==> src/rtl/down_counter_timer.sv <==
// Loadable down-counter/timer. The host loads a count and starts it; the block counts down and pulses done.
// Optional AUTO_RELOAD_EN: at the terminal step, reload the captured value and keep running.
module down_counter_timer #(
  parameter int WIDTH = 3
) (
  input  logic             clk,
  input  logic             clr_n,
  input  logic             load,
  input  logic [WIDTH-1:0] load_val,
  input  logic             start,
  input  logic             en,
  input  logic             abort,
  output logic [WIDTH-1:0] q,
  output logic             busy,
  output logic             done,
  output logic             zero
);

  typedef enum logic {IDLE = 1'b0, RUN = 1'b1} state_t;

  state_t           state, state_nxt;
  logic [WIDTH-1:0] q_nxt;
  logic [WIDTH-1:0] reload, reload_nxt;
  logic             done_nxt;
  logic [WIDTH-1:0] start_val;

  always_ff @(posedge clk) begin
    if (!clr_n) begin
      state  <= IDLE;
      q      <= '0;
      reload <= '0;
      done   <= 1'b0;
    end else begin
      state  <= state_nxt;
      q      <= q_nxt;
      reload <= reload_nxt;
      done   <= done_nxt;
    end
  end

  // A load in the same cycle as start takes precedence over the held count
  assign start_val = load ? load_val : q;

  always_comb begin
    state_nxt  = state;
    q_nxt      = q;
    reload_nxt = reload;
    done_nxt   = 1'b0;
    case (state)
      IDLE: begin
        if (load) begin
          q_nxt      = load_val;
          reload_nxt = load_val;
        end
        if (start) begin
          if (start_val != '0) state_nxt = RUN;
          else                 done_nxt  = 1'b1;
        end
      end
      RUN: begin
        if (abort) begin
          state_nxt = IDLE;
        end else if (en) begin
          if (q > WIDTH'(1)) begin
            q_nxt = q - WIDTH'(1);
          end else if (q == WIDTH'(1)) begin
            done_nxt = 1'b1;
`ifdef AUTO_RELOAD_EN
            q_nxt = reload;
`else
            q_nxt     = '0;
            state_nxt = IDLE;
`endif
          end else begin
            // A count of 0 never enters RUN; if it does, drop out rather than underflow
            state_nxt = IDLE;
          end
        end
      end
      default: state_nxt = IDLE;
    endcase
  end

  assign busy = (state == RUN);
  assign zero = (q == '0);

endmodule
==> config.mk <==
export PLATFORM = sky130hd
export DESIGN_NAME = down_counter_timer
export DESIGN_NICKNAME = d
export VERILOG_FILES = /design/src/rtl/down_counter_timer.sv
export SDC_FILE = /design/constraint.sdc
export NUM_CORES = 1
export LEC_CHECK = 0
export CORE_AREA = 3 3 40 42
export DETAILED_ROUTE_END_ITERATION = 16
export DIE_AREA = 0 0 43 45
export DONT_BUFFER_PORTS = 1
export PLACE_DENSITY = 0.48
export SETUP_SLACK_MARGIN = 0.2
export SYNTH_ARGS = -nofsm -noshare
export SYNTH_HDL_FRONTEND = slang
export SYNTH_SLANG_ARGS = --single-unit
==> constraint.sdc <==
create_clock -name clk -period 1.55 [get_ports clk]
set_clock_uncertainty 0.15 [all_clocks]
set_input_delay 0.31 -clock clk [delete_from_list [all_inputs] [get_ports clk]]
set_output_delay 0.31 -clock clk [all_outputs]
set_load 0.02 [all_outputs]
==> impl_metrics.toml <==
[yosys]
ys.flop_type = "dfxtp_1"
ys_seq_area_share_pct = 27.68
yosysWarnings = 0
synth_xor_area_share_pct = 0
synth_nets = 54
yosysTopAreaCell = "dfxtp_1"
synthTopCellsByArea = "dfxtp_1 28%, ha_1 10%, nor2b_1 6.9%, mux2_2 6.2%, o21ai_0 5.5%"
synthAdderAreaFrac_pct = 10.38
syn_inst = 42
synth.cell_area_um2 = 361.6
synth_cell_types = 24
synth.most_common_cell = "dfxtp_1"
synthArstFlopShare_pct = 0
synth_top_area_share_pct = 27.68
ys_seq_elements = 5
synthMuxAreaShare_pct = 9.343
yosys.area_share.simple_pct = 27.34
avgSynthCellArea_um2 = 8.609
synth_top_family_by_area = "simple AND/OR/NAND/NOR gates"
synth_compound_area_share_pct = 23.18
yosys-top-cells-count = "5 x dfxtp_1, 4 x nand2_1, 4 x nor2b_1, 4 x o21ai_0, 3 x ha_1"
synth_edf_count = 0

[floorplan]
die_y_um = 45
die_x_um = 43
initial_core_util_pct = 28.14
num_rows = 13
coreArea_um2 = 1285
boundaryPins = 15
die_area_um2 = 1935

[final_layout]
drive_gt1_share_pct = 50.00
final_cell_area_um2 = 573.1
nNetsFinal = 69
fill_cells = 129
area_delta_synth_final_pct = 58.48
diodes = 0

[clocking]
cts_tree = "done"
cts.path.max_buffers = 2
numCtsBuffers = 3
h-tree-depth = 1
cts-root-buf = "clkbuf_4"
clkSlewWorstSetupHoldPaths_ns = 0.05
insertion_delay_ns = 0.25
ctsHoldBuffers = 0
clkSinkCount = 5

[sta]
setup_ws_ns = 0.01975
rsz0062_at_grt = "true"
hold_viol = 0
finalSetupViolCount = 0
final-max-slew-violation-count = 0
fmax_mhz = 653.5
final.min_clock_period_ns = 1.530
slew_headroom_pct = 74.53
post-route-period-util_pct = 98.73
worstMarginPinSlew_ns = 0.3816

[placement]
gp_congestion = 0.8566
hpwl_um = 757.5
dp_slack_ns = 0.08847
dpl-instance-area_um2 = 427.9
io_buffers = 0

[pwr]
cellLeakagePower_nw = 0.2191
ir_drop_uv = 350.0
p_per_area_nw_per_um2 = 888.0

[worst_setup_path]
cp_num_buf_inv = 1
end_kind = "flip-flop"
worstReg2RegEnd = "q[2]"
critPathLaunch = "q[0]"
crit_path_end = "q[2]"
start_kind = "flip-flop"
reg2reg_depth = 5
cp_num_cells = 5
path_cells = "inv_4 > ha_4 > nand3b_1 > or4_1 > a31oi_1"
critPathKind = "reg2reg"
cp_top_family = "simple AND/OR/NAND/NOR gates"
required_ns = 1.56
slowest_delay_ns = 0.43
r2r-start = "q[0]"
rrSetupSlack_ns = 0.02
arrival_ns = 1.54
critPathSlowestCell = "or4_1"
crit_fanout = 5

[detailed_routing]
vias = 392
wl_mm = 1.133
first_pass_iters = 5
drt_first_iter_violations = 6
viasPerCell = 5.521
drtAntennaViolNets = 0
route.detailed.drc = 0
detail_route.wl_per_cell_um = 15.96

[global_routing]
grt_max_degree = 9
grt_pass1_wl_mm = 1.738
gr-total-overflow = 0
antenna_found_initial = 0
track_usage_pct = 13.22
grt_pass1_vias = 390

[outcome]
status = "complete, no violations"

[hold_path]
min-delay-path-class = "in2reg"

[job]
max_cap_viol_count = 0
stage by stage:
step / setup TNS (ns) / util, % / hold WS, ns / std cells / power, mW
CTS: 0 / 41.67 / 0.02053 / 70 / 0.4883
finish: 0 / 44.60 / 0.02634 / 71 / 0.5088
floorplan: 0 / - / 0.2776 / 42 / 0.2566
global route: -0.04109 / 44.60 / 0.01292 / 71 / 0.5492
detailed placement: 0 / 33.30 / 0.2826 / 60 / 0.2896
global placement: 0 / 33.30 / 0.2872 / 60 / 0.2881
where the power goes:
part           total [mW]  internal (mW)  switching (mW)
sequential          0.173          0.143          0.0296
clock               0.156         0.0977          0.0584
combinational       0.180         0.0952          0.0849
total               0.509          0.336           0.173
cell usage in the layout (no fill, tap or decap), drive strengths merged, types with 2 or more instances in the layout:
master / instances
o21ai: 4
dfxtp: 5
nor2: 2
buf: 10
nor2b: 4
ha: 3
a31oi: 2
inv: 2
nand2: 4
clkbuf: 4
mux2: 3
area by class of cell:
cell class              instances  area, um^2  share of cell area, %
multi-input cells              35       314.1                  54.80
well taps                      15       18.77                  3.275
flip-flops and latches          5       108.9                  19.00
clock buffers                   4       26.28                  4.585
inverters                       2       15.01                  2.620
repair buffers                 10       90.09                  15.72
worst min path at each step:
stage / from / end / slack (ns) / cells past startpoint
2_1_floorplan: abort / busy / 0.28 / 1
3_3_place_gp: abort / busy / 0.29 / 1
3_5_place_dp: abort / busy / 0.28 / 1
4_1_cts: abort / busy / 0.02 / 1
5_1_grt: abort / busy / 0.01 / 1
6_report: abort / busy / 0.03 / 1
kinds of logic (layout without fill, tap and decap cells):
kind of cell,after synthesis,count (layout)
buf+inv,2,16
flops,5,5
fa+ha+maj,3,3
mux,3,3
simple gates,17,17
compound gates,12,12
registers in the layout (all words and copies together) (netlist names):
register	flops
busy	1
q	3
done	1
metal layers:
layer	up-vias	share of wire (%)	global-route usage, %
met5	-	0	0
li1	186	-	-
met4	0	3.8	15.06
met1	185	39	12.95
met2	17	46	17.66
met3	4	11	8.367
timing repair:
item,CTS,global route
setup buffers,6,1
setup endpoints to repair,3,6
pin swaps,2,6
cloned,0,0
hold endpoints to repair,0,0
gates resized for setup,9,7
No activity file was read; power rests on OpenSTA's default activity.
